`src/rtl/fpu_operand_unpacker.sv`:
```
// Two-stage IEEE-754 single-precision operand decoder: sign, unbiased exponent and
// normalized [xx.xxxx...] fraction (2 integer bits), with special-value classification.
module fpu_operand_unpacker #(
    parameter int EXP_WIDTH = 10
) (
    input  logic                        clk,
    input  logic                        reset_n,
    input  logic                        in_valid,
    output logic                        in_ready,
    input  logic [31:0]                 operand,
    output logic                        out_valid,
    input  logic                        out_ready,
    output logic                        sign,
    output logic signed [EXP_WIDTH-1:0] exponent,
    output logic [31:0]                 fraction,
    output logic                        is_zero,
    output logic                        is_subnormal,
    output logic                        is_inf,
    output logic                        is_nan,
    output logic                        is_snan
);

    typedef enum logic [2:0] {
        CLS_NORMAL,
        CLS_ZERO,
        CLS_SUB,
        CLS_INF,
        CLS_NAN
    } op_class_e;

    localparam logic [EXP_WIDTH-1:0] BIAS    = EXP_WIDTH'(127);
    localparam logic [EXP_WIDTH-1:0] EXP_MAX = EXP_WIDTH'(128);

    // Leading zeros of a 23-bit mantissa; 23 for an all-zero input.
    function automatic logic [4:0] lzc23(input logic [22:0] m);
        lzc23 = 5'd23;
        for (int i = 0; i < 23; i++) begin
            if (m[i]) lzc23 = 5'(22 - i);
        end
    endfunction

    logic        s1_valid;
    logic        s1_sign;
    logic [7:0]  s1_exp;
    logic [22:0] s1_man;
    logic [4:0]  s1_lzc;
    op_class_e   s1_class;

    logic        s2_valid;
    logic        s2_advance;

    logic [7:0]  op_exp;
    logic [22:0] op_man;
    op_class_e   d_class;

    assign op_exp = operand[30:23];
    assign op_man = operand[22:0];

    assign s2_advance = !s2_valid || out_ready;
    assign in_ready   = !s1_valid || s2_advance;
    assign out_valid  = s2_valid;

    // NOTE: every signal driven from always_comb gets a default first, so no path leaves it unassigned (no latch).
    always_comb begin
        d_class = CLS_NORMAL;
        if (op_exp == 8'h00) begin
            d_class = (op_man == 23'd0) ? CLS_ZERO : CLS_SUB;
        end else if (op_exp == 8'hFF) begin
            d_class = (op_man == 23'd0) ? CLS_INF : CLS_NAN;
        end
    end

    // NOTE: clocked state uses non-blocking assignments so every register samples pre-edge values.
    always_ff @(posedge clk or negedge reset_n) begin
        if (!reset_n) begin
            s1_valid <= 1'b0;
            s1_sign  <= 1'b0;
            s1_exp   <= '0;
            s1_man   <= '0;
            s1_lzc   <= '0;
            s1_class <= CLS_NORMAL;
        end else if (in_ready) begin
            s1_valid <= in_valid;
            if (in_valid) begin
                s1_sign  <= operand[31];
                s1_exp   <= op_exp;
                s1_man   <= op_man;
                s1_lzc   <= lzc23(op_man);
                s1_class <= d_class;
            end
        end
    end

    logic [5:0]           sub_shift;
    logic [31:0]          n_fraction;
    logic [EXP_WIDTH-1:0] n_exponent;
    logic                 n_zero, n_sub, n_inf, n_nan, n_snan;

    // A subnormal shifts one extra place: its hidden bit is 0, so the leading one lands on bit 30.
    assign sub_shift = {1'b0, s1_lzc} + 6'd1;

    always_comb begin
        n_fraction = {2'b01, s1_man, 7'b0};
        n_exponent = {{(EXP_WIDTH-8){1'b0}}, s1_exp} - BIAS;
        n_zero     = 1'b0;
        n_sub      = 1'b0;
        n_inf      = 1'b0;
        n_nan      = 1'b0;
        n_snan     = 1'b0;
        unique case (s1_class)
            CLS_ZERO: begin
                n_fraction = '0;
                n_exponent = '0;
                n_zero     = 1'b1;
            end
            CLS_SUB: begin
                n_fraction = {2'b00, s1_man, 7'b0} << sub_shift;
                n_exponent = -BIAS - {{(EXP_WIDTH-5){1'b0}}, s1_lzc};
                n_sub      = 1'b1;
            end
            CLS_INF: begin
                n_fraction = 32'h4000_0000;
                n_exponent = EXP_MAX;
                n_inf      = 1'b1;
            end
            CLS_NAN: begin
                n_exponent = EXP_MAX;
                n_nan      = 1'b1;
                n_snan     = !s1_man[22];
            end
            default: ;
        endcase
    end

    // NOTE: the output data registers are reset too, because downstream expects zeros out of reset, not just out_valid=0.
    always_ff @(posedge clk or negedge reset_n) begin
        if (!reset_n) begin
            s2_valid     <= 1'b0;
            sign         <= 1'b0;
            exponent     <= '0;
            fraction     <= '0;
            is_zero      <= 1'b0;
            is_subnormal <= 1'b0;
            is_inf       <= 1'b0;
            is_nan       <= 1'b0;
            is_snan      <= 1'b0;
        end else if (s2_advance) begin
            s2_valid <= s1_valid;
            if (s1_valid) begin
                sign         <= s1_sign;
                exponent     <= n_exponent;
                fraction     <= n_fraction;
                is_zero      <= n_zero;
                is_subnormal <= n_sub;
                is_inf       <= n_inf;
                is_nan       <= n_nan;
                is_snan      <= n_snan;
            end
        end
    end

endmodule
```
`config.mk`:
```
export PLATFORM = sky130hd
export DESIGN_NAME = fpu_operand_unpacker
export DESIGN_NICKNAME = d
export VERILOG_FILES = /design/src/rtl/fpu_operand_unpacker.sv
export SDC_FILE = /design/constraint.sdc
export NUM_CORES = 1
export LEC_CHECK = 0
export ABC_AREA = 1
export BUFFER_PORTS_ARGS = -buffer_cell sky130_fd_sc_hd__buf_4
export CAP_MARGIN = 0
export CORE_MARGIN = 5
export CORE_UTILIZATION = 58
export CTS_BUF_LIST = sky130_fd_sc_hd__clkbuf_2 sky130_fd_sc_hd__clkbuf_4 sky130_fd_sc_hd__clkbuf_8
export DETAILED_ROUTE_END_ITERATION = 6
export MAX_ROUTING_LAYER = met4
export PLACE_DENSITY = 0.82
export SYNTH_ARGS = -nofsm -noshare
export SYNTH_HDL_FRONTEND = slang
export SYNTH_SLANG_ARGS = --single-unit
```
`constraint.sdc`:
```
create_clock -name clk -period 2.7 [get_ports clk]
set_input_delay 0.54 -clock clk [delete_from_list [all_inputs] [get_ports clk]]
set_output_delay 0.54 -clock clk [all_outputs]
set_load 0.02 [all_outputs]
```
==> results.sh <==
export IMPL_synth_top_area_cell="dfrtp_1"
export IMPL_arrival_ns=2.46
export IMPL_drt_iter0_markers=473
export IMPL_ys_flop_type="dfrtp_1"
export IMPL_cts_buffer_depth=2
export IMPL_die_x_um=102.1
export IMPL_utilization=0.7052
export IMPL_vias_per_cell=5.919
export IMPL_regArea_mm2=0.002052
export IMPL_ys_ff_latch=82
export IMPL_place_ws_ns=0.5385
export IMPL_core_area_mm2=0.008258
export IMPL_yosys_area_top_type_share=0.4173
export IMPL_fillerInstances=699
export IMPL_wl_met1_um=6658
export IMPL_first_pass_iters=5
export IMPL_hold_class="primary input to async pin"
export IMPL_r2r_cells=8
export IMPL_finClkSkew_ns=0.01871
export IMPL_ios=86
export IMPL_cts_num_sinks=82
export IMPL_synth_commonest_cells="188 x nand2_1, 82 x dfrtp_1, 76 x o21ai_0, 64 x inv_1, 51 x nor2_1"
export IMPL_wl_um=14990
export IMPL_yosysMostFrequentCell="nand2_1"
export IMPL_syn_inst=667
export IMPL_grt_pass1_wl_um=24040
export IMPL_rows=33
export IMPL_instances_no_fill=847
export IMPL_portBuffers=78
export IMPL_wl_met3_um=1321
export IMPL_clk_insertion_delay_late_ns=0.37
export IMPL_hold_viol_final=0
export IMPL_crit_type="register to register"
export IMPL_dpl_cell_count=833
export IMPL_first_global_vias=4762
export IMPL_cts_buffers_inserted=9
export IMPL_powerDensity_mw_per_mm2=833.6
export IMPL_post_route_period_util=0.8103
export IMPL_status="complete, no violations"
export IMPL_dp_hpwl_um=11150
export IMPL_clk_pin_slew_ns=0.08
export IMPL_cts_setup_buffers=0
export IMPL_initial_utilization=0.5955
export IMPL_synth_edf_count=0
export IMPL_ctsHoldBuffers=0
export IMPL_slew_headroom=0.5916
export IMPL_avgSynthCellArea_um2=7.372
export IMPL_overflow=0
export IMPL_final_antenna_net_count=0
export IMPL_cp_data_required_time_ns=2.98
export IMPL_cts_resized=0
export IMPL_critPathMaxFanout=28
export IMPL_cts_tree="built"
export IMPL_avgRoutedWirePerCell_um=17.70
export IMPL_ff2ff_setup_slack_ns=0.51
export IMPL_cp_startpoint="s1_lzc[1]$_DFFE_PN0P_"
export IMPL_r2r_start="s1_lzc[1]$_DFFE_PN0P_"
export IMPL_ys_types=45
export IMPL_setup_slack_ns=0.5123
export IMPL_max_freq_ghz=0.4571
export IMPL_multi_input_area_mm2=0.002416
export IMPL_synth_seq_area_share=0.4173
export IMPL_dr_wl_met2_um=6728
export IMPL_place_congestion=1.008
export IMPL_maxCapViolCount=0
export IMPL_tightest_slew_ns=0.6126
export IMPL_top_layer_used="met4"
export IMPL_route_detailed_drc=0
export IMPL_track_usage=0.3080
export IMPL_async_flop_share=1.000
export IMPL_ir_drop_mv=0.3585
export IMPL_rsz0062_at_grt="no"
export IMPL_fin_crit_ns=2.188
export IMPL_nets=779
export IMPL_setup_tns_ns=0
export IMPL_die_area_mm2=0.01042
export IMPL_num_vias=5013
export IMPL_antenna_found_initial=0
export IMPL_crit_path_end_kind="register"
export IMPL_setup_viol=0
export IMPL_synth_area_top_cells="dfrtp_1 42%, nand2_1 14%, o21ai_0 7.7%"
export IMPL_die_h_um=102.1
export IMPL_area_growth_pct=18.42
export IMPL_r2r_end="fraction[30]$_DFFE_PN0P_"
export IMPL_grt_max_degree=47
export IMPL_syn_area_mm2=0.004917
export IMPL_drv_slew=0
export IMPL_cts_max_level=3
export IMPL_ys_warn_count=0
export IMPL_start_kind="register"
export IMPL_cts_root_buffer="clkbuf_8"
export IMPL_crit_path_end="fraction[30]$_DFFE_PN0P_"
export IMPL_p_leak_nw=2.899
export IMPL_drive_above_1_share=0.1617
export IMPL_n_antenna_cell=0
## worst min path at each step
stage / start / to / slack (ns)
6_report: reset_n / is_snan$_DFFE_PN0P_ / 0.18
5_1_grt: reset_n / exponent[5]$_DFFE_PN0P_ / 0.23
4_1_cts: reset_n / fraction[20]$_DFFE_PN0P_ / 0.20
3_3_place_gp: is_subnormal$_DFFE_PN0P_ / is_subnormal$_DFFE_PN0P_ / 0.47
2_1_floorplan: reset_n / exponent[0]$_DFFE_PN0P_ / 0.24
3_5_place_dp: is_subnormal$_DFFE_PN0P_ / is_subnormal$_DFFE_PN0P_ / 0.47
## registers in the layout, summed over array words and instances, names as in the netlist
| register | count |
|---|---|
| s1_lzc | 5 |
| is_zero | 1 |
| sign | 1 |
| is_snan | 1 |
| s1_sign | 1 |
| is_inf | 1 |
| fraction | 25 |
| is_subnormal | 1 |
| s1_exp | 8 |
| is_nan | 1 |
| exponent | 9 |
| s1_man | 23 |
| s1_valid | 1 |
| out_valid | 1 |
| s1_class | 3 |
## per-layer routing
| layer | vias up | GRT usage |
|---|---|---|
| met2 | 264 | 0.4498 |
| met5 | - | - |
| li1 | 2351 | - |
| met4 | 0 | 0.08981 |
| met3 | 28 | 0.04369 |
| met1 | 2370 | 0.4485 |
## logic make-up (layout without fill, tap and decap cells)
family | after synthesis | count (layout) | share of synthesized area
buf+inv | 106 | 175 | 0.09593
fa+ha+maj | 4 | 4 | 0.01018
compound gates | 167 | 167 | 0.2003
xor+xnor | 4 | 4 | 0.01247
flops | 82 | 82 | 0.4173
mux | 10 | 10 | 0.02036
other cells | 1 | 7 | 0.0007626
simple gates | 293 | 293 | 0.2427
## critical path, stage by stage (launching register included)
cell     delay (ns)
dfrtp_1        0.43
ha_1           0.28
xor2_4         0.22
inv_4          0.25
mux2i_1        0.31
nand2_1        0.17
o21ai_0        0.22
nand2_1        0.08
a31oi_1        0.14
## cell type report
cell class | count | area share
clock buffer | 9 | 0.02127
clock inverter | 5 | 0.02213
inverter | 68 | 0.04469
multi-input combinational | 485 | 0.4149
sequential | 82 | 0.3524
tap | 105 | 0.02256
timing repair buffer | 93 | 0.1220
## power breakdown
| part | internal [mW] | switching [mW] |
|---|---|---|
| Sequential | 1.51 | 0.237 |
| Clock | 0.700 | 0.467 |
| Combinational | 0.726 | 1.21 |
## placed cells by master (no fill, tap or decap), drive strengths merged, types with 5 or more instances in the layout
master and instances:
o21ai 85, mux2i 10, or2 5, nand2 190, o211ai 13, conb 7, o221ai 9, nor2 52
nand3 39, a21oi 33, o22ai 6, dfrtp 82, a31oi 7, clkbuf 9, inv 66, buf 93
## through the flow
stage                     total power [mW]  hold WS [ns]  cell area (um2)
after detailed placement             3.681        0.4744             5570
after floorplan                      2.912        0.2444             4940
final                                4.854        0.1809             5823
after global routing                 5.125        0.2267             5823
after global placement               3.645        0.4676             5570
after CTS                            4.843        0.1982             5823
(Power assumes the default switching activity.)
